[src/rtl/texture_tiler.sv]
// texture_tiler: maps the VGA beam position onto a scrolling, tiled 32x32 RGB565 texture ROM.
// Define TEXTURE_TILER_MIRROR_EN to mirror odd tile rows and columns for seamless tiling.
module texture_tiler #(
    parameter int   TEX_LOG2     = 5,
    parameter int   SCROLL_STEP  = 1,
    parameter logic HSYNC_ACTIVE = 1'b0,
    parameter logic VSYNC_ACTIVE = 1'b0
) (
    input  logic                  clk,
    input  logic                  reset_n,
    input  logic [9:0]            hpos,
    input  logic [9:0]            vpos,
    input  logic                  de_in,
    input  logic                  hsync_in,
    input  logic                  vsync_in,
    input  logic                  scroll_en,
    output logic [2*TEX_LOG2-1:0] rom_ad,
    output logic                  rom_ce,
    output logic                  rom_oce,
    output logic                  rom_reset,
    input  logic [15:0]           rom_dout,
    output logic [4:0]            r,
    output logic [5:0]            g,
    output logic [4:0]            b,
    output logic                  de_out,
    output logic                  hsync_out,
    output logic                  vsync_out
);

    typedef enum logic [1:0] {S_RIGHT, S_DOWN, S_LEFT, S_UP} scroll_state_t;

    localparam logic [TEX_LOG2-1:0] STEP = TEX_LOG2'(SCROLL_STEP);

    scroll_state_t       r_state;
    scroll_state_t       w_next_state;
    logic [TEX_LOG2-1:0] r_x_off;
    logic [TEX_LOG2-1:0] r_y_off;
    logic [4:0]          r_frame_cnt;
    logic                r_vsync_prev;
    logic                w_tick;

    logic [10:0]         w_hsum;
    logic [10:0]         w_vsum;
    logic [TEX_LOG2-1:0] w_u;
    logic [TEX_LOG2-1:0] w_v;
    logic                w_unused;

    logic r_de1, r_de2;
    logic r_hs1, r_hs2;
    logic r_vs1, r_vs2;

    assign rom_oce   = 1'b1;
    assign rom_reset = ~reset_n;

    // Bits above the texture index carry only tile position; just the parity bit matters.
    assign w_hsum = {1'b0, hpos} + 11'(r_x_off);
    assign w_vsum = {1'b0, vpos} + 11'(r_y_off);

`ifdef TEXTURE_TILER_MIRROR_EN
    // 31 - u is the bitwise complement of a 5-bit index.
    assign w_u = w_hsum[TEX_LOG2] ? ~w_hsum[TEX_LOG2-1:0] : w_hsum[TEX_LOG2-1:0];
    assign w_v = w_vsum[TEX_LOG2] ? ~w_vsum[TEX_LOG2-1:0] : w_vsum[TEX_LOG2-1:0];
`else
    assign w_u = w_hsum[TEX_LOG2-1:0];
    assign w_v = w_vsum[TEX_LOG2-1:0];
`endif

    assign w_unused = ^{w_hsum[10:TEX_LOG2], w_vsum[10:TEX_LOG2]};

    assign w_tick = (vsync_in == VSYNC_ACTIVE) && (r_vsync_prev != VSYNC_ACTIVE);

    always_comb begin
        w_next_state = r_state;
        case (r_state)
            S_RIGHT: w_next_state = S_DOWN;
            S_DOWN:  w_next_state = S_LEFT;
            S_LEFT:  w_next_state = S_UP;
            default: w_next_state = S_RIGHT;
        endcase
    end

    // Offsets move only on the frame tick so a frame is never drawn with two offsets.
    always_ff @(posedge clk or negedge reset_n) begin
        if (!reset_n) begin
            r_state     <= S_RIGHT;
            r_x_off     <= '0;
            r_y_off     <= '0;
            r_frame_cnt <= '0;
        end else if (w_tick && scroll_en) begin
            case (r_state)
                S_RIGHT: r_x_off <= r_x_off + STEP;
                S_DOWN:  r_y_off <= r_y_off + STEP;
                S_LEFT:  r_x_off <= r_x_off - STEP;
                default: r_y_off <= r_y_off - STEP;
            endcase
            if (r_frame_cnt == 5'd31) begin
                r_frame_cnt <= '0;
                r_state     <= w_next_state;
            end else begin
                r_frame_cnt <= r_frame_cnt + 5'd1;
            end
        end
    end

    // NOTE: every register here uses <= so all stages sample pre-edge values; blocking
    // assignments would collapse the three-stage delay into fewer cycles.
    always_ff @(posedge clk or negedge reset_n) begin
        if (!reset_n) begin
            r_vsync_prev <= ~VSYNC_ACTIVE;
            rom_ad       <= '0;
            rom_ce       <= 1'b0;
            r_de1        <= 1'b0;
            r_de2        <= 1'b0;
            r_hs1        <= ~HSYNC_ACTIVE;
            r_hs2        <= ~HSYNC_ACTIVE;
            r_vs1        <= ~VSYNC_ACTIVE;
            r_vs2        <= ~VSYNC_ACTIVE;
            r            <= '0;
            g            <= '0;
            b            <= '0;
            de_out       <= 1'b0;
            hsync_out    <= ~HSYNC_ACTIVE;
            vsync_out    <= ~VSYNC_ACTIVE;
        end else begin
            r_vsync_prev <= vsync_in;

            rom_ad <= {w_v, w_u};
            rom_ce <= de_in;
            r_de1  <= de_in;
            r_hs1  <= hsync_in;
            r_vs1  <= vsync_in;

            // The ROM registers its data on this edge; only the timing signals need holding.
            r_de2 <= r_de1;
            r_hs2 <= r_hs1;
            r_vs2 <= r_vs1;

            r         <= r_de2 ? rom_dout[15:11] : 5'd0;
            g         <= r_de2 ? rom_dout[10:5]  : 6'd0;
            b         <= r_de2 ? rom_dout[4:0]   : 5'd0;
            de_out    <= r_de2;
            hsync_out <= r_hs2;
            vsync_out <= r_vs2;
        end
    end

endmodule

[config.mk]
export PLATFORM = sky130hd
export DESIGN_NAME = texture_tiler
export DESIGN_NICKNAME = d
export VERILOG_FILES = /design/src/rtl/texture_tiler.sv
export SDC_FILE = /design/constraint.sdc
export NUM_CORES = 1
export LEC_CHECK = 0
export ABC_AREA = 1
export ABC_CLOCK_PERIOD_IN_PS = 1710
export BUFFER_PORTS_ARGS = -buffer_cell sky130_fd_sc_hd__clkbuf_2
export CORE_MARGIN = 10
export CORE_UTILIZATION = 46
export DETAILED_ROUTE_END_ITERATION = 10
export GPL_ROUTABILITY_DRIVEN = 0
export PLACE_DENSITY = 0.76
export SYNTH_ARGS = -nofsm -noshare
export SYNTH_HDL_FRONTEND = slang
export SYNTH_SLANG_ARGS = --single-unit
[constraint.sdc]
create_clock -name clk -period 1.71 [get_ports clk]
set_input_delay 0.0855 -clock clk [delete_from_list [all_inputs] [get_ports clk]]
set_output_delay 0.0855 -clock clk [all_outputs]
set_load 0.02 [all_outputs]
==> results of run 1 <==
==> power by group <==
group,internal (mW),switching (mW)
registers,1.48,0.170
clock network,0.291,0.409
logic,0.575,0.728
==> synth_stat cells <==
master and n:
dfrtp_1 46, nand3_1 11, nor2_8 1, o21a_1 1
buf_2 1, ha_1 19, buf_4 1, nand2_1 60
o22ai_2 1, clkbuf_1 1, nor2_1 6, a21oi_1 9
xnor2_1 6, inv_1 41, o21ai_0 9, dfstp_2 6
nor2_4 3, nand2_2 2, conb_1 1, fa_1 3
o21bai_1 1, nor3_1 2, o21ai_2 2, xor2_1 8
inv_4 2
==> tightest hold or removal path, cell delays in order <==
cell      delay, ns
clkbuf_2       0.09
xor2_1         0.06
xor2_1         0.13
==> logic make-up after synthesis <==
family	count (synthesis)	synth area share, %
AND/OR/NAND/NOR	85	15.6
flip-flops	52	53.9
other	1	0.154
XOR/XNOR	14	5.05
AO/OA/AOI/OAI	23	5.56
adder cells (fa/ha/maj)	22	12.3
buffers and inverters	46	7.52
==> flip-flops by register name, summed over array words and instances (netlist names), 2 cells and up <==
signal / flops
rom_ad: 10
g: 6
b: 5
r: 5
r_frame_cnt: 5
r_x_off: 5
r_y_off: 5
r_state: 2
==> stage by stage <==
step,TNS (ns),std cells,total power [mW],util [%],area [sq um]
final,0,408,3.65,62.6,3200
after global routing,-0.0733,408,3.95,62.6,3200
after CTS,0,405,3.67,61.8,3160
after detailed placement,-0.0337,376,2.89,55.6,2840
after global placement,0,376,2.83,55.6,2840
after floorplan,0,243,2.53,-,2430
==> area by class of cell <==
| cell class | count | area, sq um | area share, % |
|---|---|---|---|
| Clock buffer | 5 | 68.8 | 2.15 |
| Clock inverter | 3 | 21.3 | 0.665 |
| Inverter | 43 | 166 | 5.20 |
| Multi-Input combinational cell | 145 | 971 | 30.3 |
| Sequential cell | 52 | 1310 | 40.9 |
| Tap cell | 70 | 87.6 | 2.74 |
| Timing Repair Buffer | 90 | 576 | 18.0 |
==> metal layers <==
metal	routed length, um	GRT usage (%)	vias up	share of wire, %
met5	0	0	-	0
met1	1900	12.7	858	37
met2	2960	24.3	26	57
li1	-	-	931	-
met4	104	4.76	0	2.0
met3	183	3.07	8	3.6
==> path summary, 6_finish.rpt <==
kind                                 start    endpoint  slack, ns  depth (start not counted)
worst max register to register  r_state[0]  r_y_off[4]        0.1                         11
min in group asynchronous          reset_n        b[3]       0.29                          3
worst min register to register       r_vs2   vsync_out       0.36                          0
worst max-delay path            r_state[0]  r_y_off[4]        0.1                         11
worst min-delay path               vpos[4]   rom_ad[9]       0.11                          3
max in group asynchronous          reset_n   vsync_out       0.99                          3
==> cell usage in the layout (no fill, tap or decap) <==
cell / count
nand3_1: 11
o21bai_1: 1
clkinv_2: 1
fa_2: 1
inv_4: 2
o21ai_0: 9
o21ai_2: 2
clkbuf_8: 5
xnor2_1: 6
nor3_1: 2
fa_1: 2
xor2_1: 8
ha_4: 2
clkinvlp_4: 1
clkbuf_2: 62
conb_1: 1
ha_2: 1
buf_4: 6
dfrtp_1: 46
o21a_1: 1
ha_1: 16
inv_1: 39
dfstp_2: 6
dlygate4sd3_1: 22
o22ai_2: 1
nand2_2: 2
nor2_2: 1
nor2_4: 3
inv_6: 1
nor2_8: 1
inv_2: 2
nand2_1: 60
a21oi_1: 9
nor2_1: 5
==> repair_timing <==
action / in CTS / in global routing
resized for setup: 3 / 5
setup buffers: 0 / 2
hold buffers: 21 / 1
hold endpoints to repair: 68 / 1
pin swaps: 0 / 2
endpoints found under the setup margin: 1 / 4
==> results_dict.tcl, run 1 <==
set metrics [dict create \
    clk_path_buf_depth 2 \
    worst_ep_required_time_ns 1.92 \
    drt_wl_total_mm 5.15 \
    min_period_over_period_pct 94.2 \
    pin_count_of_the_biggest_net_entering_global_routing 38 \
    dieWidth_um 92.7 \
    slew_violations 0 \
    drt_iter0_markers 62 \
    drive_above_1_share_pct 29.6 \
    run_status "finished, final reports clean" \
    max_stage_delay_ns 0.40 \
    worst_ep_arrival_time_ns 1.82 \
    critical_path_startpoint_category "register" \
    layout-area-overhead-vs-synth_pct 31.7 \
    num_vias 1823 \
    die_height_um 92.7 \
    track_usage_pct 12.6 \
    maxCapViolations 0 \
    final_hold_viol_count 0 \
    clk-insertion-delay-late_ns 0.31 \
    clock_tree_root_driver_cell "clkbuf_8" \
    detailedRoute.firstPassIterationCount 4 \
    worstSetupPathType "register to register" \
    antenna_found_initial 0 \
    rows 26 \
    critical_path_buf_inv_count 2 \
    synth_net_count 307 \
    slew_headroom_pct 62.5 \
    static-leakage-power_nw 1.78 \
    initial_utilization_pct 47.6 \
    dp_slack_ns -0.0337 \
    route.antenna.remaining_nets 0 \
    drc 0 \
    netlist.top_cell.by_area "dfrtp_1" \
    grt_first_pass_wirelength_mm 8.85 \
    synth_top_cell_area_share_pct 47.4 \
    period_minus_slack_ns 1.61 \
    htree_levels 2 \
    power_density_nw_per_um2 1140 \
    post-route-worst-setup-slack_ns 0.0996 \
    critical-path-top-delay-family "flip-flops" \
    setup.worst_path.end_class "register" \
    design.portCount 74 \
    cts-buffers-inserted 5 \
    synth_cells 243 \
    dp.final_hpwl_mm 3.67 \
    min_path_type "primary input to register" \
    yosys-top-cells-area "dfrtp_1 47%, ha_1 9.8%, nand2_1 9.3%" \
    antennaDiodeCount 0 \
    overflow 0 \
    fill_cells 421 \
    route.detailed.wl_per_inst_um 12.6 \
    max_freq_mhz 621 \
    crit_path_cell_trace "buf_4 -> ha_4 -> inv_2 -> fa_2 -> nand2_1 -> a21oi_1 -> nor2_1 -> nand2_1 -> nand2_1 -> nand2_1 -> nand2_1" \
    nets 401 \
    yosysWarnings 0 \
    design.core.area_sq_um 5110 \
    timing.final.setup_violations 0 \
    first_global_vias 1887 \
    viasPerCell 4.47 \
    port_buffers 62 \
    max-vdd-ir-drop_v 0.000594 \
    worst_path_max_delay_cell "dfrtp_1" \
    clock_tree_from_tritoncts "done" \
    post_synthesis_sequential_area_ratio_pct 53.9 \
    design.die.area_sq_um 8590 \
    critPathMostFrequentCell "nand2_1" \
    clkSinkCount 52 \
    cts.reportedPaths.clkPinSlew_ns 0.09 \
    fin_worst_skew_ns 0.0101 \
    worst_hold_check_slack_ns 0.111 \
    grt_setup_unrepaired "yes" \
    yosys_register_bits 52 \
    cp_max_fo 4 \
    post_synth.cell_area_avg_sq_um 10.0 \
    synth_cell_types 25 \
    max_slew.worst_pin.slew_ns 0.562 \
    mappedNetlistArea_sq_um 2430 \
]
No activity file was read; power rests on OpenSTA's default activity.
==> run 2, diff against run 1 <==
--- a/config.mk
+++ b/config.mk
@@ -8,10 +8,12 @@
 export ABC_AREA = 1
 export ABC_CLOCK_PERIOD_IN_PS = 1710
 export BUFFER_PORTS_ARGS = -buffer_cell sky130_fd_sc_hd__clkbuf_2
+export CORE_ASPECT_RATIO = 0.8
 export CORE_MARGIN = 10
 export CORE_UTILIZATION = 46
 export DETAILED_ROUTE_END_ITERATION = 10
 export GPL_ROUTABILITY_DRIVEN = 0
+export MAX_ROUTING_LAYER = met4
 export PLACE_DENSITY = 0.76
 export SYNTH_ARGS = -nofsm -noshare
 export SYNTH_HDL_FRONTEND = slang
==> run 2 against run 1 <==
Global-route usage increased by 1.1 points. Clock power increased by 0.7%. Register-to-register slack got worse by 0.04 ns. Utilization increased by 0.43 points. Power increased by 1.9%. Worst setup slack got worse by 0.038 ns. Sequential power about the same. Via count increased by 3.9%. Die area increased by 0.20%. Sequential cell count unchanged. Critical endpoint unchanged.
==> results_dict.tcl, run 2 (synthesis results as in run 1) <==
set metrics [dict create \
    first_global_vias 2000 \
    route.antenna.remaining_nets 0 \
    setup.worst_path.end_class "register" \
    layout_top_registers "rom_ad: 10 flops, g: 6 flops" \
    critPathMostFrequentCell "nand2_1" \
    die_height_um 85.0 \
    dp_slack_ns -0.0188 \
    nets 400 \
    dieWidth_um 101 \
    layout-area-overhead-vs-synth_pct 31.5 \
    period_minus_slack_ns 1.65 \
    max_stage_delay_ns 0.45 \
    mostFrequentLayoutCells "62 x clkbuf_2, 60 x nand2_1, 45 x dfrtp_1" \
    drt_iter0_markers 96 \
    power.total_mw 3.72 \
    worstSetupPathType "register to register" \
    htree_levels 2 \
    cp_max_fo 4 \
    critical_path_buf_inv_count 2 \
    numPlacedInstances 368 \
    clock_tree_from_tritoncts "done" \
    cts-buffers-inserted 5 \
    grt_setup_unrepaired "yes" \
    final_common_cell "clkbuf_2" \
    crit_path_cell_trace "inv_2 -> ha_4 -> inv_2 -> fa_2 -> nand2_1 -> a21oi_2 -> nor2_1 -> nand2_1 -> nand2_1 -> nand2_1 -> nand2_1" \
    initial_utilization_pct 48.0 \
    clock_tree_root_driver_cell "clkbuf_8" \
    post-route-worst-setup-slack_ns 0.0620 \
    rows 23 \
    antennaDiodeCount 0 \
    stdcell_count 399 \
    clk_path_buf_depth 2 \
    largest_register "rom_ad" \
    power_density_nw_per_um2 1170 \
    critical_path_startpoint_category "register" \
    clkSinkCount 52 \
    run_status "finished, final reports clean" \
    design.portCount 74 \
    static-leakage-power_nw 1.78 \
    num_vias 1894 \
    worst_ep_arrival_time_ns 1.90 \
    detailedRoute.firstPassIterationCount 4 \
    route.detailed.wl_per_inst_um 14.2 \
    worst_hold_check_slack_ns 0.0233 \
    worst_ep_required_time_ns 1.97 \
    drt_wl_total_mm 5.67 \
    port_buffers 62 \
    drive_above_1_share_pct 30.3 \
    drc 0 \
    max_freq_mhz 607 \
    design.die.area_sq_um 8610 \
    grt_first_pass_wirelength_mm 9.41 \
    clk-insertion-delay-late_ns 0.31 \
    final_hold_viol_count 0 \
    dp.final_hpwl_mm 3.79 \
    worst_path_max_delay_cell "dfrtp_2" \
    antenna_found_initial 0 \
    post-route-util_pct 63.1 \
    slew_headroom_pct 66.6 \
    max-vdd-ir-drop_v 0.000720 \
    design.core.area_sq_um 5060 \
    slew_violations 0 \
    fill_cells 366 \
    maxCapViolations 0 \
    max_slew.worst_pin.slew_ns 0.501 \
    critical-path-top-delay-family "adder cells" \
    largest_register_ff_count 10 \
    overflow 0 \
    min_path_type "primary input to register" \
    pin_count_of_the_biggest_net_entering_global_routing 32 \
    cts.reportedPaths.clkPinSlew_ns 0.10 \
    fin_worst_skew_ns 0.00697 \
    timing.final.setup_violations 0 \
    min_period_over_period_pct 96.4 \
    track_usage_pct 13.7 \
    viasPerCell 4.75 \
]
run 2: cell count changes in the layout (fill, tap and decap cells not counted), sizes merged:
cell / previous run / this run
dlygate4sd3: 22 / 21
run 2: worst register-to-register path, cell delays in order (launching register included):
cell and delay, ns:
dfrtp_2 0.45, inv_2 0.09, ha_4 0.14, inv_2 0.06, fa_2 0.35, nand2_1 0.08, a21oi_2 0.06, nor2_1 0.11
nand2_1 0.09, nand2_1 0.09, nand2_1 0.05, nand2_1 0.05
run 2: final cells by class:
cell class / instances / area, sq um / area share, %
inverter: 43 / 166 / 5.21
timing repair buffer: 89 / 566 / 17.7
clock inverter: 3 / 21.3 / 0.666
clock buffer: 5 / 68.8 / 2.15
multi-input combinational: 145 / 985 / 30.8
tap: 62 / 77.6 / 2.43
sequential: 52 / 1310 / 41.0
run 2: power by group:
group / internal (mW) / total, mW / leakage [nW] / switching [mW]
sequential: 1.48 / 1.66 / 0.624 / 0.176
combinational: 0.578 / 1.36 / 1.11 / 0.783
clock: 0.291 / 0.705 / 0.0445 / 0.414
total: 2.35 / 3.72 / 1.78 / 1.37
run 2: per-stage QoR:
stage,area (sq um),TNS [ns]
after floorplan,2430,0
after global placement,2830,0
after detailed placement,2830,-0.0188
after CTS,3140,0
after global routing,3190,-0.233
final,3190,0
run 2: per-layer routing:
layer  vias to the layer above  GRT usage (%)  part of all wire [%]
met5                         -              -                     0
met3                         7           3.73                   7.8
met2                        66           23.3                    50
met1                       894           15.2                    41
met4                         0           4.55                   1.1
li1                        927              -                     -
run 2: final timing paths:
kind	start	depth (start not counted)	slack [ns]	to
setup reg to reg	r_state[1]	11	0.06	r_y_off[4]
setup / recovery	r_state[1]	11	0.06	r_y_off[4]
hold / removal	hpos[0]	2	0.02	rom_ad[0]
hold reg to reg	r_vs2	0	0.36	vsync_out
max in group asynchronous	reset_n	3	1.03	r_vs2
min in group asynchronous	reset_n	3	0.31	r[4]
run 2: repair_timing:
item                                    in CTS  in global routing
setup buffers                                1                  1
endpoints found under the hold margin       66                  0
hold buffers                                21                  0
gates resized for setup                      1                 10
endpoints found under the setup margin       1                  6
==> run 3, diff against run 2 <==
--- a/config.mk
+++ b/config.mk
@@ -5,7 +5,6 @@
 export SDC_FILE = /design/constraint.sdc
 export NUM_CORES = 1
 export LEC_CHECK = 0
-export ABC_AREA = 1
 export ABC_CLOCK_PERIOD_IN_PS = 1710
 export BUFFER_PORTS_ARGS = -buffer_cell sky130_fd_sc_hd__clkbuf_2
 export CORE_ASPECT_RATIO = 0.8
@@ -14,7 +13,8 @@
 export DETAILED_ROUTE_END_ITERATION = 10
 export GPL_ROUTABILITY_DRIVEN = 0
 export MAX_ROUTING_LAYER = met4
-export PLACE_DENSITY = 0.76
+export PLACE_DENSITY = 0.85
+export REMOVE_ABC_BUFFERS = 1
 export SYNTH_ARGS = -nofsm -noshare
 export SYNTH_HDL_FRONTEND = slang
 export SYNTH_SLANG_ARGS = --single-unit
==> run 3 against run 2 <==
The flow now finishes with violations (negative setup slack). Die area down 2.5%. Global-route usage up 1.4 points. Critical endpoint is now r_x_off[4]. Maximum frequency down 13%. Utilization up 4.2 points. Sequential cell count unchanged. Worst hold slack worse by 0.012 ns. Synthesized cell count down 21%. Largest cell class unchanged. Clock skew down 0.00076 ns. Combinational power down 15%. Wire length up 18%. Sequential share of layout area down 1.9 points. Sequential power down 2%. Largest power group unchanged.
==> results_dict.tcl, run 3 <==
set metrics [dict create \
    total_internal_power_mw 2.28 \
    fill_cells 297 \
    grt_setup_unrepaired "yes" \
    route.detailed.wl_per_inst_um 18.2 \
    crit_path_start "r_state[1]" \
    synth.top_cells.by_count "46 x dfrtp_1, 19 x ha_1, 16 x and2_1, 16 x inv_1, 13 x nand2_1" \
    worst_ep_required_time_ns 1.92 \
    die_height_um 83.9 \
    asyncSetResetFlopFracSynth_pct 100 \
    drt_iter0_markers 79 \
    detailedRoute.firstPassIterationCount 4 \
    worst_ep_arrival_time_ns 2.10 \
    max_freq_mhz 530 \
    drive_above_1_share_pct 42.8 \
    design.die.area_sq_um 8390 \
    first_global_vias 1927 \
    clock_power_share_pct 21.5 \
    critical_path_buf_inv_count 0 \
    min_path_type "primary input to register" \
    post_synth.cell_area_avg_sq_um 12.2 \
    fin_worst_skew_ns 0.00621 \
    hold_worst_path_end "rom_ad[0]" \
    min_period_over_period_pct 110 \
    reg2reg_to "r_x_off[4]" \
    drc 0 \
    nets 367 \
    largest_register_ff_count 10 \
    worst_hold_check_slack_ns 0.0111 \
    dp.final_hpwl_mm 3.75 \
    power_switching_mw 1.26 \
    design.portCount 74 \
    clk-insertion-delay-late_ns 0.32 \
    max-vdd-ir-drop_v 0.000631 \
    route.antenna.remaining_nets 0 \
    worstSetupPathType "register to register" \
    yosys_register_bits 52 \
    post-route-worst-setup-slack_ns -0.178 \
    clkSinkCount 52 \
    worst-r2r-setup-slack_ns -0.18 \
    cp_max_fo 3 \
    port_buffers 62 \
    dp_slack_ns -0.224 \
    mappedNetlistArea_sq_um 2350 \
    maxCapViolations 0 \
    cts-buffers-inserted 5 \
    layout_top_registers "rom_ad: 10 flops, g: 6 flops" \
    setup.worst_path.end_class "register" \
    initial_utilization_pct 47.2 \
    failed_checks "negative setup slack" \
    hold_path_startpoint "hpos[0]" \
    largest_register "rom_ad" \
    register_area_sq_um 1310 \
    worst_path_max_delay_cell "dfrtp_1" \
    layout-area-overhead-vs-synth_pct 42.5 \
    cts.reportedPaths.clkPinSlew_ns 0.10 \
    power_density_nw_per_um2 1060 \
    switching_share_pct 35.5 \
    viasPerCell 4.99 \
    synth_cell_types 34 \
    rows 23 \
    mostFrequentLayoutCells "62 x clkbuf_2, 44 x dfrtp_1, 21 x dlygate4sd3_1" \
    pwr-share-comb_pct 32.6 \
    track_usage_pct 15.2 \
    clock_tree_from_tritoncts "done" \
    dieWidth_um 99.9 \
    static-leakage-power_nw 1.71 \
    num_vias 1825 \
    antennaDiodeCount 0 \
    period_minus_slack_ns 1.89 \
    final_common_cell "clkbuf_2" \
    critPathMostFrequentCell "ha_2" \
    grt_first_pass_wirelength_mm 9.85 \
    timing.final.setup_violations 4 \
    slew_violations 0 \
    synth_enable_flop_cells 0 \
    post_synthesis_sequential_area_ratio_pct 55.7 \
    critical-path-top-delay-family "flip-flops" \
    reg2regPathDepth 7 \
    synth_most_common_cell "dfrtp_1" \
    critical_path_startpoint_category "register" \
    htree_levels 2 \
    seqPwrFrac_pct 45.8 \
    synth_top_cell_area_share_pct 49.0 \
    power.total_mw 3.54 \
    pin_count_of_the_biggest_net_entering_global_routing 53 \
    synth_cells 192 \
    yosysWarnings 0 \
    run_status "finished with violations" \
    multi_input_area_sq_um 1060 \
    clk_path_buf_depth 2 \
    overflow 0 \
    crit_path_cell_trace "ha_2 -> xor2_1 -> ha_2 -> or3b_4 -> a211oi_2 -> o21ai_1 -> xnor2_1" \
    critical_path.reg2reg.startpoint "r_state[1]" \
    clock_tree_root_driver_cell "clkbuf_8" \
    hold-path-cell-count 2 \
    max_stage_delay_ns 0.43 \
    drt_wl_total_mm 6.67 \
    netlist.top_cell.by_area "dfrtp_1" \
    dominantRegCellSynth "dfrtp_1" \
    final_hold_viol_count 0 \
    yosys-top-cells-area "dfrtp_1 49%, ha_1 10%, dfstp_2 6.7%" \
    antenna_found_initial 0 \
    design.core.area_sq_um 4980 \
]
-- run 3: cell count changes after synthesis, sizes merged, moves of 3 or more --
cell   previous run  this run
a21o              0         5
and2              0        16
inv              43        16
mux2              0         3
nand2            62        13
nand3            11         3
nor2             10         5
o21ai            11         8
xnor2             6        12
-- run 3: repair_timing --
action | 4_1_cts | 5_1_grt
setup buffers | 4 | 6
endpoints found under the hold margin | 65 | 1
resized for setup | 10 | 24
pin swaps | 5 | 6
setup endpoints to repair | 4 | 8
hold buffers | 20 | 1
-- run 3: how the worst max path moves through the flow --
| stage | endpoint | slack (ns) | depth (start not counted) |
|---|---|---|---|
| 6_report | r_x_off[4] | -0.18 | 7 |
| 5_1_grt | r_x_off[4] | -0.31 | 9 |
| 4_1_cts | r_x_off[4] | -0.16 | 8 |
| 3_5_place_dp | r_x_off[4] | -0.22 | 8 |
| 3_3_place_gp | r_x_off[4] | -0.14 | 7 |
| 2_1_floorplan | r_x_off[4] | -0.26 | 8 |
-- run 3: worst reg2reg max path, delay by kind of cell (launching register included) --
family                     cells  cell delay (ns)
xor gates and xnor gates       2             0.31
AOI/OAI and AO/OA              2             0.28
adders and majority gates      2             0.40
and+or+nand+nor                1             0.37
DFF                            1             0.43
-- run 3: layout make-up --
type / count / area share, %
clock buffer: 5 / 2.05
timing repair buffer: 108 / 22.1
tap: 62 / 2.32
clock inverter: 3 / 0.822
inverter: 16 / 1.94
multi-input combinational: 120 / 31.6
sequential: 52 / 39.1
-- run 3: power groups by stage --
stage | registers [mW] | logic, mW | clock network (mW)
global route | 1.64 | 1.25 | 0.810
detailed placement | 1.61 | 0.969 | 0
floorplan | 1.74 | 0.481 | 0
CTS | 1.60 | 1.04 | 0.760
global placement | 1.61 | 0.927 | 0
finish | 1.62 | 1.15 | 0.762
-- run 3: metrics by stage --
stage | TNS [ns] | cells | utilization (%) | area [sq um]
detailed placement | -0.540 | 327 | 57.0 | 2840
global placement | -0.349 | 327 | 57.0 | 2840
finish | -0.421 | 366 | 67.3 | 3350
CTS | -0.201 | 359 | 64.3 | 3200
global route | -0.937 | 366 | 67.3 | 3350
floorplan | -0.295 | 188 | - | 2320
-- run 3: per-layer routing --
metal,vias to the layer above,global-route usage (%),share of wire (%)
met1,902,16.1,41
met3,15,5.13,6.2
met5,-,-,0
li1,847,-,-
met2,61,25.8,51
met4,0,4.94,2.0
-- run 3: cell families after synthesis --
family | share of synthesized area (%)
AOI/OAI and AO/OA | 7.34
xor gates and xnor gates | 6.71
adders and majority gates | 12.7
buffers and inverters | 3.67
DFF | 55.7
muxes | 1.44
other | 0.160
and+or+nand+nor | 12.3
